--- config.mk ---
export PLATFORM = sky130hd
export DESIGN_NAME = booth_r4_seq_multiplier
export DESIGN_NICKNAME = d
export VERILOG_FILES = /design/src/rtl/mul_pkg.sv /design/src/rtl/booth_r4_encoder.sv /design/src/rtl/booth_r4_seq_multiplier.sv
export SDC_FILE = /design/constraint.sdc
export NUM_CORES = 1
export LEC_CHECK = 0
export CAP_MARGIN = 30
export CORE_MARGIN = 5
export CORE_UTILIZATION = 54
export CTS_CLUSTER_DIAMETER = 80
export DETAILED_ROUTE_END_ITERATION = 7
export HOLD_SLACK_MARGIN = 0.03
export PLACE_DENSITY_LB_ADDON = 0.08
export SLEW_MARGIN = 20
export SYNTH_ARGS = -nofsm -noshare
export SYNTH_HDL_FRONTEND = slang
export SYNTH_SLANG_ARGS = --single-unit
--- constraint.sdc ---
create_clock -name clk -period 8.9 [get_ports clk]
set_input_delay 2.67 -clock clk [delete_from_list [all_inputs] [get_ports clk]]
set_output_delay 2.67 -clock clk [all_outputs]
set_load 0.1 [all_outputs]
--- src/rtl/mul_pkg.sv ---
// Shared types and constants for the radix-4 Booth sequential multiplier.
package mul_pkg;

  typedef enum logic [1:0] {
    IDLE = 2'd0,
    ITER = 2'd1,
    DONE = 2'd2
  } state_t;

  // Booth digit code, packed as {neg, two, one}
  localparam logic [2:0] BOOTH_ZERO = 3'b000;
  localparam logic [2:0] BOOTH_P1   = 3'b001;
  localparam logic [2:0] BOOTH_P2   = 3'b010;
  localparam logic [2:0] BOOTH_M1   = 3'b101;
  localparam logic [2:0] BOOTH_M2   = 3'b110;

  function automatic int ext_width(input int width);
    return width + 2;
  endfunction

endpackage

--- src/rtl/booth_r4_encoder.sv ---
// Radix-4 Booth recoder: 3-bit overlapping multiplier window to digit controls.
module booth_r4_encoder
  import mul_pkg::*;
(
  input  logic [2:0] window,
  output logic       neg,
  output logic       one,
  output logic       two
);

  logic [2:0] w_digit;

  // 111 maps to plain zero so a zero digit never requests negation
  always_comb begin
    w_digit = BOOTH_ZERO;
    case (window)
      3'b001, 3'b010: w_digit = BOOTH_P1;
      3'b011:         w_digit = BOOTH_P2;
      3'b100:         w_digit = BOOTH_M2;
      3'b101, 3'b110: w_digit = BOOTH_M1;
      default:        w_digit = BOOTH_ZERO;
    endcase
  end

  assign neg = w_digit[2];
  assign two = w_digit[1];
  assign one = w_digit[0];

endmodule

--- src/rtl/booth_r4_seq_multiplier.sv ---
// Sequential radix-4 Booth multiplier, signed/unsigned per operation,
// start/busy/done handshake, two multiplier bits retired per cycle.
module booth_r4_seq_multiplier
  import mul_pkg::*;
#(
  parameter int WIDTH = 32
) (
  input  logic                 clk,
  input  logic                 reset,
  input  logic                 start,
  input  logic                 is_signed,
  input  logic [WIDTH-1:0]     multiplicand,
  input  logic [WIDTH-1:0]     multiplier,
  output logic                 busy,
  output logic                 done,
  output logic [2*WIDTH-1:0]   product
);

  localparam int EW    = ext_width(WIDTH);
  localparam int ITERS = WIDTH / 2 + 1;
  localparam int CW    = $clog2(ITERS + 1);
  localparam logic [CW-1:0] LAST = CW'(ITERS - 1);

  state_t              r_state, w_next;
  logic [CW-1:0]       r_cnt;
  logic [EW-1:0]       r_a;
  logic [EW:0]         r_b;
  logic [2*EW-1:0]     r_acc;
  logic [2*WIDTH-1:0]  r_product;

  logic                w_accept, w_last;
  logic                w_neg, w_one, w_two;
  logic [EW-1:0]       w_mag, w_addend, w_sum;
  logic [2*EW-1:0]     w_acc_next;
  logic                w_a_sx, w_b_sx;

  booth_r4_encoder u_enc (
    .window (r_b[2:0]),
    .neg    (w_neg),
    .one    (w_one),
    .two    (w_two)
  );

  assign w_accept = start && (r_state != ITER);
  assign w_last   = (r_state == ITER) && (r_cnt == LAST);
  assign w_a_sx   = is_signed & multiplicand[WIDTH-1];
  assign w_b_sx   = is_signed & multiplier[WIDTH-1];

  // Negative digits use one's complement plus carry-in rather than a subtractor
  assign w_mag      = w_two ? {r_a[EW-2:0], 1'b0} : (w_one ? r_a : '0);
  assign w_addend   = w_neg ? ~w_mag : w_mag;
  assign w_sum      = r_acc[2*EW-1:EW] + w_addend + EW'(w_neg);
  assign w_acc_next = $signed({w_sum, r_acc[EW-1:0]}) >>> 2;

  always_comb begin
    w_next = r_state;
    case (r_state)
      IDLE:    if (start) w_next = ITER;
      ITER:    if (r_cnt == LAST) w_next = DONE;
      DONE:    w_next = start ? ITER : IDLE;
      default: w_next = IDLE;
    endcase
  end

  always_ff @(posedge clk or negedge reset) begin
    if (!reset) begin
      r_state   <= IDLE;
      r_cnt     <= '0;
      r_a       <= '0;
      r_b       <= '0;
      r_acc     <= '0;
      r_product <= '0;
    end else begin
      r_state <= w_next;
      if (w_accept) begin
        r_a   <= {{2{w_a_sx}}, multiplicand};
        r_b   <= {{2{w_b_sx}}, multiplier, 1'b0};
        r_acc <= '0;
        r_cnt <= '0;
      end else if (r_state == ITER) begin
        r_acc <= w_acc_next;
        r_b   <= {{2{r_b[EW]}}, r_b[EW:2]};
        r_cnt <= r_cnt + 1'b1;
        if (w_last) r_product <= w_acc_next[2*WIDTH-1:0];
      end
    end
  end

  assign busy    = (r_state == ITER);
  assign done    = (r_state == DONE);
  assign product = r_product;

endmodule

==> results.md <==
| Parameter | This run | Unit |
|:---|:---|:---|
| Setup Viol. Count Final | 0 | - |
| Root Driver | clkbuf_16 | - |
| Endpoint of the lowest-slack register-to-register path | product[46] | - |
| Maximum frequency from static timing analysis | 192 | MHz |
| Via total after detailed routing | 8985 | - |
| Post-Synthesis Cells | 1191 | - |
| Wirelength, routed | 25.8 | mm |
| Syn Nets | 1294 | - |
| Final HPWL from detailed placement | 17.4 | mm |
| Number of nets in the layout | 1388 | - |
| RR Startpoint | r_b[2] | - |
| Slew at the pin closest to its max-slew limit | 1010 | ps |
| Crit path largest cell delay | 1210 | ps |
| Number of gates given a new drive strength after cts | 0 | - |
| Height of the chip | 152 | um |
| Placed cell areas | 12400 | sq um |
| Worst rel slew slack | 32.6 | % |
| Clock H-tree levels | 1 | - |
| Synthesized flop and latch total | 203 | - |
| Number of max-cap violations | 0 | - |
| Largest delay contributor family on the critical path | buffers and inverters | - |
| Fraction of the yosys area taken by sequential cells | 46.6 | % |
| Residual DRC | 0 | - |
| CP endpoint kind | output port | - |
| Overall die area | 23100 | sq um |
| Via count of the first global-routing pass | 8339 | - |
| Warning count from the yosys run | 0 | - |
| Critical path launch point type | register | - |
| Average cell area after synthesis | 9.16 | sq um |
| Number of setup buffers added after CTS | 0 | - |
| Reg2reg setup slack | 4500 | ps |
| CP endpoint | busy | - |
| Fraction of layout cells with a size suffix above 1 | 8.23 | % |
| Critical path, cell by cell | nand2b_4 > clkinv_2 > clkdlybuf4s50_1 | - |
| Path type of the worst min-delay path | reg2reg | - |
| Critical path depth | 3 | - |
| Gp weighted congestion | 0.890 | - |
| Initial antenna violation count | 0 | - |
| DRT antenna net count | 0 | - |
| Slowest stage cell, crit path | clkdlybuf4s50_1 | - |
| Input/output buffers | 133 | - |
| Detailed-routing iteration count for the pre-antenna-repair pass | 5 | - |
| Gr usage total | 21.8 | % |
| Arr. time, crit path | 2540 | ps |
| Initial cell density of the core | 54.4 | % |
| CTS tree | built | - |
| Post-synth EDFFs | 0 | - |
| Number of clock sinks seen by CTS | 203 | - |
| Clock-pin transition on the worst setup and hold timing paths | 60 | ps |
| Worst Setup Path Type | reg2out | - |
| Most Crowded Layer GR | met1 | - |
| Final critical-path setup slack | 3690 | ps |
| WL per Instance | 16.4 | um |
| Required time of the critical path | 6230 | ps |
| Post-synth ARST share | 100 | % |
| Iteration-0 DRC count of the detailed router | 604 | - |
| Final standard cell area without fillers | 13200 | sq um |
| Met2 track utilization from global routing | 32.3 | % |
| Maximum fanout along the worst path | 26 | - |
| Clk Latency, worst-skew pair | 520 | ps |
| Worst R2R Path Depth | 12 | - |
| Outcome | completed | - |
| Met3 Resource Use GR | 2.78 | % |
| Post-Route Utilization | 66.1 | % |
| Site Rows | 52 | - |
| Routed vias/inst | 5.72 | - |
| Hold Vio Cnt, Final | 0 | - |
| Worst Skew | 14.5 | ps |
| Met1 Use GR | 34.7 | % |
| Number of top-level pins | 134 | - |
| Total Neg Setup Slack | 0 | ps |
| Final slew viol count | 0 | - |
| Crit path buf inv count | 2 | - |
| Min cycle time layout | 5210 | ps |
| Area of the core region | 20000 | sq um |
| Bufs on Longest Clock Path | 3 | - |
| RSZ-0062 raised after global routing | no | - |
| Hold Buf Count CTS | 0 | - |
| Netlist Area Pre-Place | 10900 | sq um |
| Pre-CTS worst setup slack | 4200 | ps |
| Layout area overhead | 21.4 | % |
| Horizontal extent of the die | 152 | um |
| First-pass GRT wire length | 43.0 | mm |
| Beginning of the critical path | r_state[1] | - |
| Ant. Diodes | 0 | - |
| GR Overflow Total | 0 | - |
| Count of distinct cell types in the synthesized netlist | 70 | - |
| Main synth FF type | dfrtp_1 | - |
| Number of fillers in the final layout | 1688 | - |
| Pin count of the biggest net entering global routing | 107 | - |
| Clock buffer count from CTS | 22 | - |
| Final clock period utilization by the worst path | 58.5 | % |
==> worst reg2reg max path, delay by kind of cell (launching register included) <==
kind | cells | cell delay (ps)
DFF | 1 | 320
adders and majority gates | 1 | 430
AOI/OAI and AO/OA | 5 | 1610
and+or+nand+nor | 4 | 1350
buffers and inverters | 2 | 560
==> layer usage <==
metal,up-vias,share of wire (%)
li1,4404,-
met1,4308,49
met2,247,44
met3,26,5.6
met4,0,1.4
met5,-,0
==> cells in the mapped netlist (15+ instances only) <==
master | instances | area share [%]
a21o_1 | 17 | 1.2
a21oi_1 | 36 | 1.7
a22oi_1 | 32 | 2.2
clkbuf_1 | 55 | 1.9
dfrtp_1 | 203 | 47
ha_1 | 34 | 3.9
mux2_2 | 33 | 3.4
mux2i_1 | 33 | 3.0
nand2_1 | 258 | 8.9
nand3_1 | 89 | 4.1
nor2_1 | 30 | 1.0
o21ai_0 | 130 | 6.0
o31ai_1 | 15 | 1.0
xor2_1 | 42 | 3.4
==> through the flow <==
step	cells	hold slack, ps
after detailed placement	1528	463
after floorplan	1191	440
after global routing	1570	497
after global placement	1527	456
after CTS	1567	478
final	1570	469
==> kinds of logic after synthesis <==
group / Yosys count / share of synthesized area [%]
mux: 66 / 6.43
compound gates: 291 / 16.7
fa+ha+maj: 36 / 4.19
simple gates: 452 / 18.7
flops: 203 / 46.6
buf+inv: 92 / 3.36
xor+xnor: 51 / 4.09
==> layout make-up <==
type	instances	area (sq um)	area share, %
inverters	15	57.6	0.434
flip-flops and latches	203	5080	38.3
multi-input cells	896	5490	41.4
well taps	270	338	2.55
clock buffers	28	603	4.55
repair buffers	147	1510	11.4
clock inverters	11	176	1.33
==> flip-flops by register name (all words and copies together), names as in the netlist <==
| register | cells |
|---|---|
| r_a | 33 |
| product | 64 |
| r_cnt | 5 |
| r_state | 2 |
| r_acc | 64 |
| r_b | 35 |
==> cell usage in the layout (no fill, tap or decap), drive strengths merged, types with 10 or more instances in the layout <==
| cell type | instances |
|---|---|
| ha | 34 |
| o21ai | 134 |
| o31ai | 15 |
| nand2 | 259 |
| xor2 | 42 |
| nand2b | 11 |
| buf | 15 |
| clkbuf | 29 |
| a22oi | 32 |
| nor2 | 30 |
| a21oi | 37 |
| nor3 | 10 |
| a21o | 18 |
| dfrtp | 203 |
| clkdlybuf4s50 | 131 |
| inv | 15 |
| mux2i | 33 |
| mux2 | 33 |
| nand3 | 89 |
| nand4 | 14 |
==> how the worst min path moves through the flow <==
stage / cells after the start / slack, ps / endpoint / startpoint
floorplan: 2 / 440 / product[0] / r_acc[2]
global placement: 2 / 460 / r_b[17] / r_b[19]
detailed placement: 2 / 460 / product[35] / product[35]
CTS: 2 / 480 / product[2] / product[2]
global route: 2 / 500 / product[9] / product[9]
finish: 2 / 470 / product[2] / product[2]
Power is not shown: default switching activity piles up to over one toggle a cycle in this logic, so the estimate is an artifact.
